<file path="src/rtl/id_stage_if.sv">
// IF/ID, register-file and ID/EX signal bundle for the MIPS decode stage.
// The slave side is the decode stage; the master side is the surrounding pipeline.
interface id_stage_if #(
    parameter int PC_W = 32
);
    logic            if_valid;
    logic [31:0]     if_instr;
    logic [PC_W-1:0] if_pc;
    logic            ex_flush;
    logic [4:0]      R_addr_A;
    logic [4:0]      R_addr_B;
    logic [31:0]     rdata_A;
    logic [31:0]     rdata_B;
    logic            stall;
    logic            ex_valid;
    logic [PC_W-1:0] ex_pc;
    logic [31:0]     ex_rs_data;
    logic [31:0]     ex_rt_data;
    logic [31:0]     ex_imm;
    logic [4:0]      ex_rs;
    logic [4:0]      ex_rt;
    logic [4:0]      ex_wr_addr;
    logic [2:0]      ex_alu_op;
    logic            ex_alu_src;
    logic            ex_mem_read;
    logic            ex_mem_write;
    logic            ex_reg_write;
    logic            ex_branch;
    logic            ex_illegal;

    modport master (
        output if_valid, if_instr, if_pc, ex_flush, rdata_A, rdata_B,
        input  R_addr_A, R_addr_B, stall,
        input  ex_valid, ex_pc, ex_rs_data, ex_rt_data, ex_imm, ex_rs, ex_rt,
               ex_wr_addr, ex_alu_op, ex_alu_src, ex_mem_read, ex_mem_write,
               ex_reg_write, ex_branch, ex_illegal
    );

    modport slave (
        input  if_valid, if_instr, if_pc, ex_flush, rdata_A, rdata_B,
        output R_addr_A, R_addr_B, stall,
        output ex_valid, ex_pc, ex_rs_data, ex_rt_data, ex_imm, ex_rs, ex_rt,
               ex_wr_addr, ex_alu_op, ex_alu_src, ex_mem_read, ex_mem_write,
               ex_reg_write, ex_branch, ex_illegal
    );
endinterface

</file>
<file path="src/rtl/id_stage.sv">
// MIPS instruction decode stage: decode, load-use hazard detection and the ID/EX
// pipeline register.
module id_stage #(
    parameter int PC_W = 32
) (
    input  logic     clk,
    input  logic     rst,
    id_stage_if.slave bus
);
    localparam logic [2:0] ALU_ADD = 3'd0, ALU_SUB = 3'd1, ALU_AND = 3'd2,
                           ALU_OR  = 3'd3, ALU_SLT = 3'd4, ALU_LUI = 3'd5;

    function automatic logic signed [31:0] sext16(input logic [15:0] v);
        return 32'(signed'(v));
    endfunction

    logic [5:0]  op, funct;
    logic [4:0]  rs, rt, rd;
    logic        is_nop, legal, writes, uses_rs, uses_rt;
    logic        d_alu_src, d_mem_read, d_mem_write, d_branch;
    logic [2:0]  d_alu_op;
    logic [4:0]  d_wr_addr;
    logic [31:0] d_imm;
    logic        bubble;

    assign op    = bus.if_instr[31:26];
    assign rs    = bus.if_instr[25:21];
    assign rt    = bus.if_instr[20:16];
    assign rd    = bus.if_instr[15:11];
    assign funct = bus.if_instr[5:0];

    assign bus.R_addr_A = rs;
    assign bus.R_addr_B = rt;

    always_comb begin
        is_nop      = (bus.if_instr == 32'h0);
        legal       = 1'b0;
        writes      = 1'b0;
        uses_rt     = 1'b0;
        d_alu_op    = ALU_ADD;
        d_alu_src   = 1'b0;
        d_mem_read  = 1'b0;
        d_mem_write = 1'b0;
        d_branch    = 1'b0;
        d_wr_addr   = 5'd0;
        d_imm       = 32'h0;
        if (!is_nop) begin
            unique case (op)
                6'b000000: begin
                    legal   = 1'b1;
                    unique case (funct)
                        6'b100000: d_alu_op = ALU_ADD;
                        6'b100010: d_alu_op = ALU_SUB;
                        6'b100100: d_alu_op = ALU_AND;
                        6'b100101: d_alu_op = ALU_OR;
                        6'b101010: d_alu_op = ALU_SLT;
                        default:   legal    = 1'b0;
                    endcase
                    writes    = legal;
                    uses_rt   = legal;
                    d_wr_addr = legal ? rd : 5'd0;
                end
                6'b001000: begin
                    legal = 1'b1; writes = 1'b1; d_alu_src = 1'b1; d_wr_addr = rt;
                    d_imm = sext16(bus.if_instr[15:0]);
                end
                6'b001100: begin
                    legal = 1'b1; writes = 1'b1; d_alu_src = 1'b1; d_wr_addr = rt;
                    d_alu_op = ALU_AND; d_imm = {16'h0, bus.if_instr[15:0]};
                end
                6'b001101: begin
                    legal = 1'b1; writes = 1'b1; d_alu_src = 1'b1; d_wr_addr = rt;
                    d_alu_op = ALU_OR; d_imm = {16'h0, bus.if_instr[15:0]};
                end
                6'b001111: begin
                    legal = 1'b1; writes = 1'b1; d_alu_src = 1'b1; d_wr_addr = rt;
                    d_alu_op = ALU_LUI; d_imm = {bus.if_instr[15:0], 16'h0};
                end
                6'b100011: begin
                    legal = 1'b1; writes = 1'b1; d_alu_src = 1'b1; d_wr_addr = rt;
                    d_mem_read = 1'b1; d_imm = sext16(bus.if_instr[15:0]);
                end
                6'b101011: begin
                    legal = 1'b1; d_alu_src = 1'b1; d_mem_write = 1'b1; uses_rt = 1'b1;
                    d_imm = sext16(bus.if_instr[15:0]);
                end
                6'b000100: begin
                    legal = 1'b1; d_branch = 1'b1; uses_rt = 1'b1; d_alu_op = ALU_SUB;
                    d_imm = sext16(bus.if_instr[15:0]);
                end
                default: legal = 1'b0;
            endcase
        end
        uses_rs = legal && (op != 6'b001111);
    end

    // A load in EX whose destination feeds this instruction holds IF/ID for one cycle.
    assign bus.stall = bus.if_valid && bus.ex_valid && bus.ex_mem_read &&
                       (bus.ex_wr_addr != 5'd0) && !bus.ex_flush &&
                       ((uses_rs && rs == bus.ex_wr_addr) || (uses_rt && rt == bus.ex_wr_addr));

    assign bubble = bus.ex_flush || bus.stall || !bus.if_valid;

    // ID/EX pipeline register
    always_ff @(posedge clk) begin
        if (rst || bubble) begin
            bus.ex_valid     <= rst ? 1'b0 : 1'b0;
            bus.ex_pc        <= '0;
            bus.ex_rs_data   <= '0;
            bus.ex_rt_data   <= '0;
            bus.ex_imm       <= '0;
            bus.ex_rs        <= '0;
            bus.ex_rt        <= '0;
            bus.ex_wr_addr   <= '0;
            bus.ex_alu_op    <= '0;
            bus.ex_alu_src   <= 1'b0;
            bus.ex_mem_read  <= 1'b0;
            bus.ex_mem_write <= 1'b0;
            bus.ex_reg_write <= 1'b0;
            bus.ex_branch    <= 1'b0;
            bus.ex_illegal   <= 1'b0;
        end else begin
            bus.ex_valid     <= 1'b1;
            bus.ex_pc        <= bus.if_pc;
            bus.ex_rs_data   <= bus.rdata_A;
            bus.ex_rt_data   <= bus.rdata_B;
            bus.ex_imm       <= d_imm;
            bus.ex_rs        <= rs;
            bus.ex_rt        <= rt;
            bus.ex_wr_addr   <= d_wr_addr;
            bus.ex_alu_op    <= d_alu_op;
            bus.ex_alu_src   <= d_alu_src;
            bus.ex_mem_read  <= d_mem_read;
            bus.ex_mem_write <= d_mem_write;
            bus.ex_reg_write <= writes && (d_wr_addr != 5'd0);
            bus.ex_branch    <= d_branch;
            bus.ex_illegal   <= !legal && !is_nop;
        end
    end
endmodule

</file>
<file path="src/flat_wrapper.sv">
// flat-port wrapper written by rule: the top's interface ports become plain ports
module id_stage_flat 
#(
    parameter int PC_W = 32
)
  (clk, rst, bus_if_valid, bus_if_instr, bus_if_pc, bus_ex_flush, bus_rdata_A, bus_rdata_B, bus_R_addr_A, bus_R_addr_B, bus_stall, bus_ex_valid, bus_ex_pc, bus_ex_rs_data, bus_ex_rt_data, bus_ex_imm, bus_ex_rs, bus_ex_rt, bus_ex_wr_addr, bus_ex_alu_op, bus_ex_alu_src, bus_ex_mem_read, bus_ex_mem_write, bus_ex_reg_write, bus_ex_branch, bus_ex_illegal);
  id_stage_if #(.PC_W(PC_W)) bus_i ();
  input  logic clk;
  input  logic rst;
  input wire logic [$bits(bus_i.if_valid)-1:0] bus_if_valid;
  input wire logic [$bits(bus_i.if_instr)-1:0] bus_if_instr;
  input wire logic [$bits(bus_i.if_pc)-1:0] bus_if_pc;
  input wire logic [$bits(bus_i.ex_flush)-1:0] bus_ex_flush;
  input wire logic [$bits(bus_i.rdata_A)-1:0] bus_rdata_A;
  input wire logic [$bits(bus_i.rdata_B)-1:0] bus_rdata_B;
  output wire logic [$bits(bus_i.R_addr_A)-1:0] bus_R_addr_A;
  output wire logic [$bits(bus_i.R_addr_B)-1:0] bus_R_addr_B;
  output wire logic [$bits(bus_i.stall)-1:0] bus_stall;
  output wire logic [$bits(bus_i.ex_valid)-1:0] bus_ex_valid;
  output wire logic [$bits(bus_i.ex_pc)-1:0] bus_ex_pc;
  output wire logic [$bits(bus_i.ex_rs_data)-1:0] bus_ex_rs_data;
  output wire logic [$bits(bus_i.ex_rt_data)-1:0] bus_ex_rt_data;
  output wire logic [$bits(bus_i.ex_imm)-1:0] bus_ex_imm;
  output wire logic [$bits(bus_i.ex_rs)-1:0] bus_ex_rs;
  output wire logic [$bits(bus_i.ex_rt)-1:0] bus_ex_rt;
  output wire logic [$bits(bus_i.ex_wr_addr)-1:0] bus_ex_wr_addr;
  output wire logic [$bits(bus_i.ex_alu_op)-1:0] bus_ex_alu_op;
  output wire logic [$bits(bus_i.ex_alu_src)-1:0] bus_ex_alu_src;
  output wire logic [$bits(bus_i.ex_mem_read)-1:0] bus_ex_mem_read;
  output wire logic [$bits(bus_i.ex_mem_write)-1:0] bus_ex_mem_write;
  output wire logic [$bits(bus_i.ex_reg_write)-1:0] bus_ex_reg_write;
  output wire logic [$bits(bus_i.ex_branch)-1:0] bus_ex_branch;
  output wire logic [$bits(bus_i.ex_illegal)-1:0] bus_ex_illegal;
  assign bus_i.if_valid = bus_if_valid;
  assign bus_i.if_instr = bus_if_instr;
  assign bus_i.if_pc = bus_if_pc;
  assign bus_i.ex_flush = bus_ex_flush;
  assign bus_i.rdata_A = bus_rdata_A;
  assign bus_i.rdata_B = bus_rdata_B;
  assign bus_R_addr_A = bus_i.R_addr_A;
  assign bus_R_addr_B = bus_i.R_addr_B;
  assign bus_stall = bus_i.stall;
  assign bus_ex_valid = bus_i.ex_valid;
  assign bus_ex_pc = bus_i.ex_pc;
  assign bus_ex_rs_data = bus_i.ex_rs_data;
  assign bus_ex_rt_data = bus_i.ex_rt_data;
  assign bus_ex_imm = bus_i.ex_imm;
  assign bus_ex_rs = bus_i.ex_rs;
  assign bus_ex_rt = bus_i.ex_rt;
  assign bus_ex_wr_addr = bus_i.ex_wr_addr;
  assign bus_ex_alu_op = bus_i.ex_alu_op;
  assign bus_ex_alu_src = bus_i.ex_alu_src;
  assign bus_ex_mem_read = bus_i.ex_mem_read;
  assign bus_ex_mem_write = bus_i.ex_mem_write;
  assign bus_ex_reg_write = bus_i.ex_reg_write;
  assign bus_ex_branch = bus_i.ex_branch;
  assign bus_ex_illegal = bus_i.ex_illegal;
  id_stage #(.PC_W(PC_W)) u_core (.clk(clk), .rst(rst), .bus(bus_i));
endmodule
</file>
<file path="config.mk">
export PLATFORM = sky130hd
export DESIGN_NAME = id_stage_flat
export DESIGN_NICKNAME = d
export VERILOG_FILES = /design/src/rtl/id_stage_if.sv /design/src/rtl/id_stage.sv /design/src/flat_wrapper.sv
export SDC_FILE = /design/constraint.sdc
export NUM_CORES = 1
export LEC_CHECK = 0
export CAP_MARGIN = 30
export CORE_ASPECT_RATIO = 0.8
export CORE_UTILIZATION = 40
export DETAILED_ROUTE_END_ITERATION = 8
export PLACE_DENSITY = 0.85
export SYNTH_ARGS = -nofsm -noshare
export SYNTH_HDL_FRONTEND = slang
export SYNTH_SLANG_ARGS = --single-unit
</file>
<file path="constraint.sdc">
create_clock -name clk -period 6.6 [get_ports clk]
set_input_delay 0.99 -clock clk [delete_from_list [all_inputs] [get_ports clk]]
set_output_delay 0.99 -clock clk [all_outputs]
set_load 0.02 [all_outputs]
</file>
==> metrics.md, run 1 <==
| Metric | Value |
|---|---|
| Final wirelength | 15700 um |
| Final Wtd Congestion | 0.837 |
| Cells along the critical path | clkdlybuf4s50_1 -> nand4b_1 -> nand2b_1 -> a21oi_1 -> nand2_1 -> a21oi_2 -> clkdlybuf4s50_1 |
| Clock sinks | about 150 |
| Clk buf depth | 2 |
| Max-slew headroom | 37.7% |
| Vias | 4443 |
| Main flop type after synthesis | dfxtp_1 |
| TritonCTS buffer count | 17 |
| Detail Route Antenna Nets | 0 |
| Fin worst setup slack | 1290 ps |
| CTS tree | done |
| Drt first pass iters | 5 |
| Global-route wire length before repair | 23500 um |
| Worst Path Required | 5610 ps |
| Max Freq | 188 MHz |
| Fin. Hold Viols | 0 |
| Hold WC Path Type | reg -> reg |
| Post-cts hold buffer count | 0 |
| CTS root buf | clkbuf_16 |
| Final setup viols | 0 |
| Worst-margin pin slew | 932 ps |
| Critical-path top delay cell | clkdlybuf4s50_1 |
| Setup crit end kind | output port |
| Hold_ws | 932 ps |
| Hpwl dp | 11500 um |
| Number of flops mapped to enable cells by yosys | 0 |
| Outcome | complete, no violations |
| Slew Limit Fails | 0 |
| Post-synth ARST share | 0% |
| Die Wd | between 100 and 150 um |
| IO Port Bufs | 295 |
| Area leader, netlist | dfxtp_1 |
| Avg Inst Size Synth | 11.0 um^2 |
| Yosys cell types | 43 |
| Core ar. | 11800 um^2 |
| DIE AREA | approximately 13000 um^2 |
| Worst-Skew Late Latency | 410 ps |
| Setup TNS | 0 ps |
| Synth Cell Area | 4950 um^2 |
| CP Data Arrival Time | between 4000 and 5000 ps |
| Post-Syn Nets | 583 |
| NumNets Final | 854 |
| Period utilization | 80.4% |
| Number of global-route vias before repair | 4334 |
| Most numerous cell on the critical path | clkdlybuf4s50_1 |
| Avg WL per Cell | 17.7 um |
| Fin crit period | 5310 ps |
| Leakage | 3.59 nW |
| Crit Path Max Fanout | 19 |
| DRC | 0 |
| Sequential share of the synthesized area | 61.9% |
| Total power | 2.07 mW |
| # Post-CTS Setup Buffers | 0 |
| Dpl ws | between 1000 and 1500 ps |
| GR Overflow Total | 0 |
| Post-synth top area share | 61.9% |
| Power per cell area | 246 nW/um^2 |
| Clk_skew | 9.62 ps |
| Peak VDD IR | around 0.28 mV |
| Global-route usage over all layers | about a quarter |
| Starting density of the core | 42.0% |
| Resize count post-CTS | 0 |
| Layout cells sized above 1 | 5.58% |
| Synth Register Bits | 153 |
| Vias per Instance | 5.03 |
| Chip height | around 100 um |
| Max H-tree Level | 4 |
| Ys Warns | 0 |
| Max-Cap Viols | 0 |
| RSZ-0062 raised after global routing | no |
| Layout area overhead | 70.4% |
| Largest cells by area after synthesis | dfxtp_1 (62%), and3_1 (16%), a211oi_1 (2.4%) |
| Antenna violations before repair | 0 |
| Largest net degree at the start of global routing | 74 |
| Max incr delay on CP | 760 ps |
| Iter 0 DRT Violations | 298 |
| Gate Count Post-Synth | 451 |
| N_diodes | 0 |
| Critical path class | in -> out |
| Family with the most delay on the worst path | buffers and inverters |
| CTS clock-pin slew for the worst setup and hold paths | 60 ps |
| Num rows | 35 |
| WP buf/inv | 2 |
| IO Count | 296 |
| Worst Setup Start Kind | input pin |
through the flow:
step | utilization, % | cell area, um^2 | cells
2_1_floorplan | - | 4950 | 451
3_3_place_gp | 66.8 | 7870 | 851
3_5_place_dp | 66.8 | 7870 | 851
4_1_cts | 71.6 | 8430 | 883
5_1_grt | 71.6 | 8430 | 883
6_report | 71.6 | 8430 | 883
cells in the final DEF, fill, tap and decap left out, types with 2 or more instances in the layout:
| master | synthesis | routed |
|---|---|---|
| clkdlybuf4s50_1 | 0 | 295 |
| dfxtp_1 | 153 | 153 |
| and3_1 | 123 | 123 |
| nand2_1 | 20 | 20 |
| clkbuf_16 | 0 | 17 |
| a211oi_1 | 16 | 16 |
| nor2_1 | 10 | 10 |
| and4_1 | 9 | 9 |
| inv_6 | 0 | 7 |
| xnor2_1 | 6 | 6 |
| xor2_1 | 5 | 5 |
| nand2b_1 | 5 | 5 |
| or4_1 | 5 | 5 |
| a22o_1 | 5 | 5 |
| o21ai_0 | 4 | 4 |
| a21oi_1 | 4 | 4 |
| inv_8 | 0 | 4 |
| nand3_1 | 3 | 3 |
| nor4_1 | 3 | 3 |
| nor3_1 | 3 | 3 |
| inv_1 | 3 | 3 |
| buf_4 | 10 | 3 |
| nand4b_1 | 2 | 2 |
| nor2b_1 | 3 | 2 |
| and2_1 | 2 | 2 |
| nand3b_1 | 2 | 2 |
| clkinv_4 | 0 | 2 |
cell type report:
| type | instances | area [um^2] |
|---|---|---|
| fill | 823 | 3350 |
| sequential | 153 | 3060 |
| timing repair buffer | 298 | 2980 |
| multi-input combinational | 249 | 1630 |
| clock buffer | 18 | 439 |
| tap | 148 | 185 |
| clock inverter | 14 | 129 |
| inverter | 3 | 11.3 |
worst min-delay path: stages, from the launching register on:
cell and delay, ps:
dfxtp_1 310, o2111ai_1 180, a21oi_2 190, nor3_1 200
kinds of logic (layout without fill, tap and decap cells):
| family | after synthesis | in the layout | synth area share, % |
|---|---|---|---|
| and+or+nand+nor | 199 | 199 | 24.7 |
| DFF | 153 | 153 | 61.9 |
| buffers and inverters | 49 | 333 | 5.64 |
| AOI/OAI and AO/OA | 39 | 39 | 5.87 |
| xor gates and xnor gates | 11 | 11 | 1.95 |
power breakdown:
part           leakage [nW]  total [mW]  switching [mW]  internal [mW]
clock network         0.285       0.922           0.412          0.510
logic                  2.07       0.202          0.0815          0.121
registers              1.24       0.948         0.00542          0.942
flip-flops by register name, indices dropped and copies added, names as in the netlist, 3 cells and up:
| name | count |
|---|---|
| u_core.bus.ex_alu_op | 3 |
| u_core.bus.ex_imm | 32 |
| u_core.bus.ex_pc | 32 |
| u_core.bus.ex_rs | 5 |
| u_core.bus.ex_rs_data | 32 |
| u_core.bus.ex_rt | 5 |
| u_core.bus.ex_rt_data | 32 |
| u_core.bus.ex_wr_addr | 5 |
synthesized netlist by cell type (all sizes together), types with 6 or more instances:
master	instances
a211oi	16
and3	123
and4	9
buf	21
clkbuf	25
dfxtp	153
nand2	20
nor2	10
xnor2	6
layer usage:
| layer | track usage (%) | wire, um | vias to the layer above |
|---|---|---|---|
| li1 | - | - | 2127 |
| met1 | 26.3 | 6030 | 2039 |
| met2 | 43.8 | 7970 | 244 |
| met3 | 7.18 | 1190 | 33 |
| met4 | 11.7 | 478 | 0 |
| met5 | 0 | 0 | - |
worst paths after layout:
kind                                               start                 endpoint  slack [ps]  cells past startpoint
worst min-delay path                 u_core.bus.ex_valid  u_core.bus.ex_alu_op[2]         930                      3
worst max register to register  u_core.bus.ex_wr_addr[1]      u_core.bus.ex_rt[0]        3670                      7
worst min register to register       u_core.bus.ex_valid  u_core.bus.ex_alu_op[2]         930                      3
worst max-delay path                    bus_if_instr[28]                bus_stall        1290                      7
Note: power is estimated with default switching activity, not from simulation.
==> inputs of run 2 (changes only) <==
Settings changed: CORE_UTILIZATION 40 to 37, PLACE_DENSITY 0.85 to 0.8.
Clock period 6.6 ns to 4.9 ns, I/O delays scaled along.
==> run 2 against run 1 <==
- first-iteration DRC count decreased by 36%
- combinational power grew 36%
- die area increased by 8.0%
- utilization shrank 6.1 points
- power grew 35%
- non-clock buffer count rose by 1
- critical path depth unchanged
- sequential power up 35%
- clock power is 36% higher
- via count fell by 0.20%
==> metrics.md, run 2 (synthesis results as in run 1) <==
| Metric | Value |
|---|---|
| Outcome | complete, no violations |
| Met1 WL | 6430 um (+6.7%) |
| Detail Route Antenna Nets | 0 (unchanged) |
| Final Wtd Congestion | 0.881 (+5.3%) |
| Fin crit period | 4130 ps |
| Comb pwr share | 9.8% (about the same) |
| CTS tree | done |
| Fin worst setup slack | 775 ps (-516 ps) |
| Clock sinks | 153 (unchanged) |
| Max Freq | 242 MHz |
| Hold WC Path Type | in -> reg |
| Die Wd | 131 um (+3.9%) |
| Avg WL per Cell | 17.1 um (-3.4%) |
| Most frequent cells in the layout | clkdlybuf4s50_1 (295), dfxtp_1 (153), and3_1 (123) |
| Number of global-route vias before repair | 4246 (-2.0%) |
| Worst-Skew Late Latency | 420 ps (about the same) |
| Crit Path Max Fanout | 9 (-10) |
| Dpl ws | 830 ps (-553 ps) |
| Core ar. | 13000 um^2 (+10%) |
| Setup TNS | 0 ps (unchanged) |
| IO Count | 296 (unchanged) |
| CP Data Arrival Time | 3390 ps (-930 ps) |
| Post-DP Area | 7920 um^2 (+0.68%) |
| Fin. Hold Viols | 0 (unchanged) |
| CTS root buf | clkbuf_16 |
| Worst Path Required | 4160 ps (-1450 ps) |
| Clk buf depth | 2 (unchanged) |
| RSZ-0062 raised after global routing | no |
| Switching Fraction | 21.9% (-2.2 points) |
| Max-slew headroom | 34.6% (-3.1 points) |
| Slew Limit Fails | 0 (unchanged) |
| Critical path class | in -> out |
| Top layer in use | met4 |
| Clock power frac | 44.7% (+0.2 points) |
| Leakage | 3.60 nW (about the same) |
| Final instance area | 8490 um^2 (+0.64%) |
| Power per cell area | 330 nW/um^2 (+34%) |
| NetSw | 0.613 mW (+23%) |
| Chip height | 105 um (+3.9%) |
| Worst-margin pin slew | 981 ps (+48.5 ps) |
| Clk_skew | 8.97 ps (-0.655 ps) |
| Register share of total power | 45.6% (about the same) |
| Internal | 2.19 mW (+39%) |
| Post-cts hold buffer count | 0 (unchanged) |
| Final setup viols | 0 (unchanged) |
| Largest net degree at the start of global routing | 125 (+69%) |
| Max-Cap Viols | 0 (unchanged) |
| Met2 WL post-DR | 7760 um (-2.6%) |
| Hpwl dp | 11400 um (-0.80%) |
| Resize count post-CTS | 0 (unchanged) |
| GR Overflow Total | 0 (unchanged) |
| DRC | 0 (unchanged) |
| Global-route wire length before repair | 23300 um (-0.67%) |
| DIE AREA | 13800 um^2 (+8.0%) |
| Global-route usage over all layers | 22.1% (-2.1 points) |
| Vias per Instance | 4.88 (-3.1%) |
| Most common cell after layout, fill and taps aside | clkdlybuf4s50_1 |
| NumNets Final | 855 (+0.12%) |
| TritonCTS buffer count | 17 (unchanged) |
| Final wirelength | 15600 um (-0.60%) |
| Layout cells sized above 1 | 5.31% (-0.26 points) |
| Setup crit end kind | output port |
| Vias | 4434 (-0.20%) |
| Antenna violations before repair | 0 (unchanged) |
| Period utilization | 84.2% |
| Drt first pass iters | 4 (-1) |
| Fin cells | 909 (+2.9%) |
| Worst Setup Start Kind | input pin |
| Num rows | 37 (+5.7%) |
| IO Port Bufs | 295 (unchanged) |
| Cells after DPL | 879 (+3.3%) |
| Layout area overhead | 71.5% |
| Iter 0 DRT Violations | 191 (-36%) |
| Max H-tree Level | 4 (unchanged) |
| # Post-CTS Setup Buffers | 0 (unchanged) |
| CTS clock-pin slew for the worst setup and hold paths | 60 ps (about the same) |
| N_diodes | 0 (unchanged) |
| WL met3 | 1100 um (-6.9%) |
| Peak VDD IR | 0.219 mV (-21%) |
| Starting density of the core | 38.2% (-3.8 points) |
==> run 2: power groups by stage <==
stage	registers (mW)	logic (mW)	clock network, mW
after global routing	1.28	0.287	1.33
after detailed placement	1.30	0.272	0
after global placement	1.30	0.267	0
after floorplan	1.34	0.0556	0
after CTS	1.28	0.274	1.28
final	1.28	0.274	1.25
==> run 2: layout make-up <==
type / instances / area [um^2]
Clock buffer: 19 / 443
Fill cell: 993 / 4480
Sequential cell: 153 / 3060
Inverter: 3 / 11.3
Clock inverter: 11 / 125
Multi-Input combinational cell: 249 / 1630
Timing Repair Buffer: 299 / 3000
Tap cell: 175 / 219
==> run 2: per-layer routing <==
metal,vias up,track usage [%]
met5,-,0
met4,0,9.88
met3,22,6.78
met2,210,37.8
met1,2086,25.6
li1,2116,-
==> run 2: worst max-delay path, cell delays in order <==
cell and delay [ps]:
clkdlybuf4s50_1 560, nand4b_1 350, nand2b_1 200, a21oi_1 530
nand2_1 150, a21oi_2 220, clkdlybuf4s50_1 630
==> run 2: worst paths after layout <==
kind,cells after the start,slack [ps],startpoint,endpoint
min,2,880,bus_if_pc[3],u_core.bus.ex_pc[3]
max,7,770,bus_if_instr[28],bus_stall
max reg2reg,7,2260,u_core.bus.ex_wr_addr[1],u_core.bus.ex_rs[2]
min reg2reg,4,1000,u_core.bus.ex_valid,u_core.bus.ex_alu_op[2]
==> run 2: stage by stage <==
step / total power [mW] / utilization, % / hold slack [ps]
final: 2.80 / 65.5 / 881
after global routing: 2.89 / 65.5 / 873
after CTS: 2.83 / 65.5 / 865
after detailed placement: 1.58 / 61.1 / 964
after global placement: 1.57 / 61.1 / 955
after floorplan: 1.39 / - / 791
